### src/rtl/plab5_mcore_net_to_mem_req_adapter.sv
// Network-to-memory request adapter for the multicore lab.
// Joins the control half (header + payload) and the data half of a network
// message into a single memory request held in a one-entry output register.
// Optional feature macro: PLAB5_MCORE_NET2MEM_DOMAIN_CHECK_EN routes domain-0
// requests at or above p_secure_base to the deny port instead of memory.
module plab5_mcore_net_to_mem_req_adapter #(
  parameter int unsigned p_mem_opaque_nbits  = 8,
  parameter int unsigned p_mem_addr_nbits    = 32,
  parameter int unsigned p_mem_data_nbits    = 32,
  parameter int unsigned p_net_opaque_nbits  = 4,
  parameter int unsigned p_net_srcdest_nbits = 3,
  parameter int unsigned p_secure_base       = 32'h8000
) (
  input  logic                                      clk,
  input  logic                                      reset,

  input  logic                                      net_ctrl_val,
  output logic                                      net_ctrl_rdy,
  input  logic [2*p_net_srcdest_nbits+p_net_opaque_nbits
                +p_mem_addr_nbits+p_mem_opaque_nbits+5:0] net_ctrl_msg,

  input  logic                                      net_data_val,
  output logic                                      net_data_rdy,
  input  logic [p_mem_data_nbits-1:0]               net_data_msg,

  output logic                                      mem_req_val,
  input  logic                                      mem_req_rdy,
  output logic [p_mem_opaque_nbits+p_mem_addr_nbits
                +p_mem_data_nbits+4:0]              mem_req_msg,

  output logic                                      deny_val,
  input  logic                                      deny_rdy,
  output logic [p_mem_opaque_nbits-1:0]             deny_opaque
);

  localparam int unsigned MO = p_mem_opaque_nbits;
  localparam int unsigned MA = p_mem_addr_nbits;
  localparam int unsigned MD = p_mem_data_nbits;
  localparam int unsigned PL = MA + MO + 6;
  localparam int unsigned CW = 2*p_net_srcdest_nbits + p_net_opaque_nbits + PL;
  localparam int unsigned RW = MO + MA + MD + 5;
  localparam logic [MA-1:0] SECURE_BASE = MA'(p_secure_base);

  typedef enum logic [1:0] {EMPTY, HAVE_CTRL, HAVE_DATA, JOINED} state_t;

  state_t          state_q,      state_d;
  logic [PL-1:0]   ctrl_slot_q,  ctrl_slot_d;
  logic [MD-1:0]   data_slot_q,  data_slot_d;
  logic            out_val_q,    out_val_d;
  logic            out_deny_q,   out_deny_d;
  logic [RW-1:0]   out_msg_q,    out_msg_d;
  logic [MO-1:0]   out_opaque_q, out_opaque_d;

  logic            ctrl_full, data_full, ctrl_go, data_go;
  logic            ctrl_avail, data_avail, out_drain, out_free, move;
  logic [PL-1:0]   ctrl_cur;
  logic [MD-1:0]   data_cur;
  logic            f_domain;
  logic [2:0]      f_type;
  logic [MO-1:0]   f_opaque;
  logic [MA-1:0]   f_addr;
  logic [1:0]      f_len;
  logic            deny_hit;
  logic            unused_bits;

  // Slot occupancy, handshakes, and the join/move decision; a half arriving
  // this cycle bypasses its slot so a completed join issues next cycle.
  always_comb begin
    ctrl_full    = (state_q == HAVE_CTRL) || (state_q == JOINED);
    data_full    = (state_q == HAVE_DATA) || (state_q == JOINED);
    net_ctrl_rdy = !ctrl_full && !reset;
    net_data_rdy = !data_full && !reset;
    ctrl_go      = net_ctrl_val && net_ctrl_rdy;
    data_go      = net_data_val && net_data_rdy;
    ctrl_avail   = ctrl_full || ctrl_go;
    data_avail   = data_full || data_go;
    ctrl_cur     = ctrl_full ? ctrl_slot_q : net_ctrl_msg[PL-1:0];
    data_cur     = data_full ? data_slot_q : net_data_msg;
    out_drain    = out_val_q && (out_deny_q ? deny_rdy : mem_req_rdy);
    out_free     = !out_val_q || out_drain;
    move         = ctrl_avail && data_avail && out_free;

    f_len    = ctrl_cur[1:0];
    f_addr   = ctrl_cur[MA+1:2];
    f_opaque = ctrl_cur[MA+MO+1:MA+2];
    f_type   = ctrl_cur[MA+MO+4:MA+MO+2];
    f_domain = ctrl_cur[PL-1];

`ifdef PLAB5_MCORE_NET2MEM_DOMAIN_CHECK_EN
    deny_hit = !f_domain && (f_addr >= SECURE_BASE);
`else
    deny_hit = 1'b0;
`endif
  end

  // Next-state and datapath updates for the join FSM and output register.
  always_comb begin
    state_d      = state_q;
    ctrl_slot_d  = ctrl_slot_q;
    data_slot_d  = data_slot_q;
    out_val_d    = out_val_q;
    out_deny_d   = out_deny_q;
    out_msg_d    = out_msg_q;
    out_opaque_d = out_opaque_q;

    if (ctrl_go) ctrl_slot_d = net_ctrl_msg[PL-1:0];
    if (data_go) data_slot_d = net_data_msg;
    if (out_drain) out_val_d = 1'b0;

    if (move) begin
      out_val_d  = 1'b1;
      out_deny_d = deny_hit;
      out_msg_d  = {f_type, f_opaque, f_addr, f_len, data_cur};
      if (deny_hit) out_opaque_d = f_opaque;
    end

    if (move)                         state_d = EMPTY;
    else if (ctrl_avail && data_avail) state_d = JOINED;
    else if (ctrl_avail)              state_d = HAVE_CTRL;
    else if (data_avail)              state_d = HAVE_DATA;
    else                              state_d = EMPTY;
  end

  // State register with synchronous reset; reset drops any held halves and
  // any undelivered output.
  always_ff @(posedge clk) begin
    if (reset) begin
      state_q      <= EMPTY;
      ctrl_slot_q  <= '0;
      data_slot_q  <= '0;
      out_val_q    <= 1'b0;
      out_deny_q   <= 1'b0;
      out_msg_q    <= '0;
      out_opaque_q <= '0;
    end else begin
      state_q      <= state_d;
      ctrl_slot_q  <= ctrl_slot_d;
      data_slot_q  <= data_slot_d;
      out_val_q    <= out_val_d;
      out_deny_q   <= out_deny_d;
      out_msg_q    <= out_msg_d;
      out_opaque_q <= out_opaque_d;
    end
  end

  assign mem_req_val = out_val_q && !out_deny_q;
  assign deny_val    = out_val_q &&  out_deny_q;
  assign mem_req_msg = out_msg_q;
  assign deny_opaque = out_opaque_q;

  // Network routing fields and the domain bit are intentionally dropped.
  assign unused_bits = ^{net_ctrl_msg[CW-1:PL], f_domain};

endmodule

### config.mk
export PLATFORM = sky130hd
export DESIGN_NAME = plab5_mcore_net_to_mem_req_adapter
export DESIGN_NICKNAME = d
export VERILOG_FILES = /design/src/rtl/plab5_mcore_net_to_mem_req_adapter.sv
export SDC_FILE = /design/constraint.sdc
export NUM_CORES = 1
export LEC_CHECK = 0
export CAP_MARGIN = 15
export CORE_MARGIN = 2
export CORE_UTILIZATION = 25
export CTS_CLUSTER_DIAMETER = 120
export CTS_CLUSTER_SIZE = 24
export DETAILED_ROUTE_END_ITERATION = 7
export GPL_ROUTABILITY_DRIVEN = 0
export PLACE_DENSITY = 0.47
export SYNTH_ARGS = -nofsm -noshare
export SYNTH_HDL_FRONTEND = slang
export SYNTH_SLANG_ARGS = --single-unit
### constraint.sdc
create_clock -name clk -period 1.97 [get_ports clk]
set_input_delay 0.197 -clock clk [delete_from_list [all_inputs] [get_ports clk]]
set_output_delay 0.197 -clock clk [all_outputs]
set_load 0.02 [all_outputs]
==> flow_summary.ini, run 1 <==
[worst_hold_path]
min_path_type = input pin to register
min_path_cells = 3
holdPathEnd = data_slot_q[8]
holdCritStartpoint = net_data_msg[8]

[sta]
fin_crit_sh = 0.9345
setup_viol = 0
clock.fmax_mhz = 543.2
grt_setup_unrepaired = no
skew_ps = 10.11
drv_slew = 0
finalCriticalPeriod_ps = 1841
hold_viol = 0
finalSetupTns_ps = 0

[critical_path]
start_kind = register
r2r-start = state_q[1]
crit_fanout = 13
ff2ff_path_depth = 4
end_kind = primary output
r2r_end = mem_req_msg[20]
worstSetupPathType = register to primary output
required_ps = 1770
cp.arrival_ps = 1640
ff2ff_setup_slack_ps = 450

[finish]
area_growth_pct = 40.56
fin_nets = 938
fillerInstances = 2673
drive_gt1_frac = 0.1529
n_antenna_cell = 0
postLayoutCoreUtil = 0.3553
instances_no_fill = 1192

[cts]
cts_max_level = 4
cts_root_buf = clkbuf_16
numCtsBuffers = 17
cts.sinks = 157
clock_path_buffers = 2
clk-insertion-delay-late_ps = 430
clk_pin_slew_ps = 60
cts_tree = done

[drt]
dr.pass1.iters = 4
routed_wl_um = 18410
antenna_left = 0
viasPerCell = 4.553
via_count = 5427
drcViolationCount = 0
drt_iter0_drc = 358
wl_per_cell_um = 15.44

[pwr]
power_density_mw_per_mm2 = 957.6
p_leak_nw = 3.633
peakVddDrop_mv = 0.4925

[die]
ios = 183
rows = 59
coreArea_mm2 = 0.02584
die_area_mm2 = 0.02743
start_util = 0.2528
die_h_um = 165.6
die_width_um = 165.6

[synth]
synth.distinct_cells = 19
synth_area_mm2 = 0.006531
synth_area_per_cell_um2 = 9.173
synth_warnings = 0
synth_cells = 712
yosysSeqAreaShare = 0.4812
yosys_register_bits = 157

[run]
maxCapViolCount = 0

[global_routing]
antenna_found_initial = 0
grt_usage = 0.1356
grt_pass1_vias = 5242
grt_pass1_wl_um = 29730
grt-ovfl-total = 0
grt_max_degree = 98

[outcome]
outcome = finished clean

[placement]
dp_cells = 1159
hpwl_um = 11300
port_buffers = 161
-- power by group --
part	internal, W	switching [W]
clock	0.00203	0.00146
sequential	0.00346	0.000174
combinational	0.000849	0.000821
total	0.00634	0.00245
-- worst max-delay path, cell delays in order, from the launching register on --
cell             delay (ps)
dfxtp_4                 440
nor2_1                  130
clkdlybuf4s50_1         650
-- cell families (layout without fill, tap and decap cells) --
family / after synthesis / count (layout) / synth area share
other cells: 1 / 9 / 0.0005742
mux: 77 / 77 / 0.1180
flops: 157 / 157 / 0.4812
buf+inv: 78 / 215 / 0.05996
compound gates: 157 / 157 / 0.1962
simple gates: 242 / 242 / 0.1441
-- worst max path at each step --
stage,startpoint,to,slack (ps),depth (start not counted)
2_1_floorplan,out_val_q,mem_req_msg[68],510,7
3_5_place_dp,reset,mem_req_msg[59],80,6
3_3_place_gp,reset,mem_req_msg[45],90,6
4_1_cts,state_q[1],net_data_rdy,20,2
6_report,state_q[0],net_ctrl_rdy,130,2
5_1_grt,state_q[0],net_ctrl_rdy,70,2
-- flip-flops by register name, indices dropped and copies added (netlist names) --
register	count
state_q	2
out_val_q	1
data_slot_q	32
ctrl_slot_q	45
mem_req_msg	77
-- per-layer routing --
layer / GRT usage / share of wire / vias up
met5: 0 / 0 / -
met4: 0.03856 / 0.011 / 0
met3: 0.05090 / 0.074 / 15
met2: 0.2089 / 0.44 / 139
met1: 0.1775 / 0.48 / 2528
li1: - / - / 2745
-- cells in the final DEF, fill, tap and decap left out, drive strengths merged --
cell type,netlist,routed
a21oi,1,1
buf,38,21
bufinv,0,3
clkbuf,39,18
clkdlybuf4s50,0,160
clkinv,0,1
clkinvlp,0,4
conb,1,9
dfxtp,157,157
dlymetal6s2s,0,1
inv,1,7
mux2i,77,77
nand2,231,231
nand2b,1,1
nor2,4,4
nor2b,2,2
nor3,2,2
nor3b,2,2
o21ai,77,77
o221a,78,78
o22ai,1,1
-- metrics by stage --
step	power [W]	hold WS, ps	setup slack [ps]	instance area (um2)
after detailed placement	0.005396	449.2	75.32	8548
after floorplan	0.004631	305.6	509.3	6561
after global routing	0.009245	345.2	65.64	9180
after CTS	0.008992	322.9	15.77	9178
after global placement	0.005387	443.6	88.84	8548
final	0.008791	347.1	129.1	9180
-- cell type report --
class | instances | area [um2] | share of cell area
sequential | 157 | 3151 | 0.3432
multi-input combinational | 485 | 3063 | 0.3337
timing repair buffer | 182 | 1929 | 0.2102
clock buffer | 18 | 429.2 | 0.04675
tap | 335 | 419.2 | 0.04566
clock inverter | 14 | 182.7 | 0.01990
inverter | 1 | 6.256 | 0.0006815
-- synth_stat cells --
| master | count | share of area |
|---|---|---|
| a21oi_1 | 1 | 0.00077 |
| buf_2 | 22 | 0.017 |
| buf_4 | 13 | 0.015 |
| buf_6 | 3 | 0.0052 |
| clkbuf_1 | 39 | 0.022 |
| conb_1 | 1 | 0.00057 |
| dfxtp_1 | 157 | 0.48 |
| inv_2 | 1 | 0.00057 |
| mux2i_1 | 77 | 0.12 |
| nand2_1 | 231 | 0.13 |
| nand2b_1 | 1 | 0.00096 |
| nor2_1 | 4 | 0.0023 |
| nor2b_2 | 2 | 0.0027 |
| nor3_1 | 2 | 0.0015 |
| nor3b_2 | 2 | 0.0038 |
| o21ai_0 | 77 | 0.059 |
| o221a_1 | 9 | 0.016 |
| o221a_2 | 69 | 0.12 |
| o22ai_2 | 1 | 0.0019 |
-- repair_timing --
item                                    CTS  global route
buffers inserted                          1             0
cloned                                    0             0
resized for setup                         1             1
endpoints found under the setup margin    2             1
hold buffers                              0             0
Power figures use the tool's default switching activity.
==> run 2, diff against run 1 <==
--- a/config.mk
+++ b/config.mk
@@ -5,10 +5,10 @@
 export SDC_FILE = /design/constraint.sdc
 export NUM_CORES = 1
 export LEC_CHECK = 0
-export CAP_MARGIN = 15
+export CAP_MARGIN = 20
+export CORE_ASPECT_RATIO = 1.5
 export CORE_MARGIN = 2
 export CORE_UTILIZATION = 25
-export CTS_CLUSTER_DIAMETER = 120
 export CTS_CLUSTER_SIZE = 24
 export DETAILED_ROUTE_END_ITERATION = 7
 export GPL_ROUTABILITY_DRIVEN = 0
==> run 2 against run 1 <==
Effect of this change:
- fmax decreased by 1.8%
- clock skew is 4.4 ps lower
- sequential share of layout area shrank 0.24 points
- worst setup slack got worse by 34 ps
- utilization up 0.32 points
- combinational power about the same
- register-to-register slack improved by 40 ps
- via count shrank 1.5%
- critical path depth unchanged
- routed wire length grew 0.20%
==> flow_summary.ini, run 2 (synthesis results as in run 1) <==
[critical_path]
worstSetupPathType = register to primary output
end_kind = primary output
path_buf_inv = 1
crit_chain = nor2_1 -> clkdlybuf4s50_1
slowest_stage = clkdlybuf4s50_1
crit_family = buffers and inverters
worst_path_largest_cell_delay_ps = 580
start_kind = register
critPathLaunch = state_q[1]
crit_fanout = 11
required_ps = 1770
r2r-start = state_q[1]
cp.arrival_ps = 1680

[sta]
drv_slew = 0
fin_crit_sh = 0.9515
hold_viol = 0
finalSetupTns_ps = 0
clock.fmax_mhz = 533.5
skew_ps = 5.685
grt_setup_unrepaired = no
setup_viol = 0
finalCriticalPeriod_ps = 1874

[worst_hold_path]
min_path_type = input pin to register
holdCritStartpoint = net_data_msg[13]

[die]
die_h_um = 202.0
ios = 183
rows = 72
die_area_mm2 = 0.02746
start_util = 0.2535
coreArea_mm2 = 0.02576
die_width_um = 136.0

[drt]
via_count = 5344
dr.pass1.iters = 4
antenna_left = 0
routed_wl_um = 18450
drt_iter0_drc = 253
drcViolationCount = 0
wl_per_cell_um = 15.45
viasPerCell = 4.476

[placement]
hpwl_um = 11860
port_buffers = 161
dp_cells = 1161
place_area_mm2 = 0.008601

[finish]
mostFrequentLayoutCells = 231 x nand2_1, 161 x clkdlybuf4s50_1, 155 x dfxtp_1
instances_no_fill = 1194
final_common_cell = nand2_1
drive_gt1_frac = 0.1533
n_antenna_cell = 0
finalInstanceArea_mm2 = 0.009238
fin_nets = 942
area_growth_pct = 41.44
postLayoutCoreUtil = 0.3585
largest_reg_flops = 77

[pwr]
p_leak_nw = 3.648
peakVddDrop_mv = 0.6167
power_w = 0.008798
power_density_mw_per_mm2 = 952.4

[global_routing]
grt-ovfl-total = 0
grt_max_degree = 91
grt_pass1_vias = 5231
grt_pass1_wl_um = 29160
antenna_found_initial = 1
grt_usage = 0.1380

[cts]
cts.sinks = 157
cts_root_buf = clkbuf_16
clk_pin_slew_ps = 60
numCtsBuffers = 17
cts_tree = done
clock_path_buffers = 2
clk-insertion-delay-late_ps = 430
cts_max_level = 4
cts_resized = 0

[run]
maxCapViolCount = 0

[outcome]
outcome = finished clean
[run 2: cell types whose count changed in the layout (fill, tap and decap cells not counted)]
cell             before  now
buf_12               12   14
clkbuf_8              0    2
clkdlybuf4s50_1     160  161
dfxtp_2               0    1
clkbuf_16            17   18
dfxtp_4               2    1
inv_8                 2    0
inv_6                 4    1
buf_4                 8   10
dlymetal6s2s_1        1    0
clkinv_2              1    0
clkbuf_1              1    4
[run 2: tightest hold or removal path: stages]
cell and delay, ps:
clkdlybuf4s50_1 410, nand2_1 60, o21ai_0 60
[run 2: metal layers]
layer	vias to the layer above	share of wire	global-route usage
met5	-	0.00070	0
met4	2	0.013	0.04911
met3	15	0.047	0.03913
li1	2747	-	-
met1	2480	0.44	0.1670
met2	100	0.49	0.2321
[run 2: metrics by stage]
step,setup WS [ps],hold slack (ps)
final,95.55,350.9
after CTS,36.95,319.7
after global placement,91.46,443.6
after global routing,3.919,351.3
after detailed placement,80.12,449.4
after floorplan,509.3,305.6
[run 2: repair_timing]
item / in CTS / in global routing
endpoints found under the setup margin: 1 / 0
setup buffers: 1 / 0
hold buffers: 0 / 0
[run 2: worst paths after layout]
kind	end	slack, ps	cells past startpoint
setup / recovery	net_data_rdy	100	2
hold reg to reg	data_slot_q[16]	460	2
hold / removal	data_slot_q[13]	350	3
setup reg to reg	mem_req_msg[1]	490	4
[run 2: layout make-up]
cell class / instances / area, um2
Fill cell: 2694 / 16530
Sequential cell: 157 / 3148
Multi-Input combinational cell: 485 / 3063
Timing Repair Buffer: 186 / 1982
Clock buffer: 24 / 493.0
Tap cell: 333 / 416.7
Clock inverter: 8 / 128.9
Inverter: 1 / 6.256
[run 2: report_power, final]
part	switching, W	internal [W]	leakage, nW
registers	0.000174	0.00346	1.29
logic	0.000820	0.000857	2.07
clock network	0.00134	0.00214	0.288
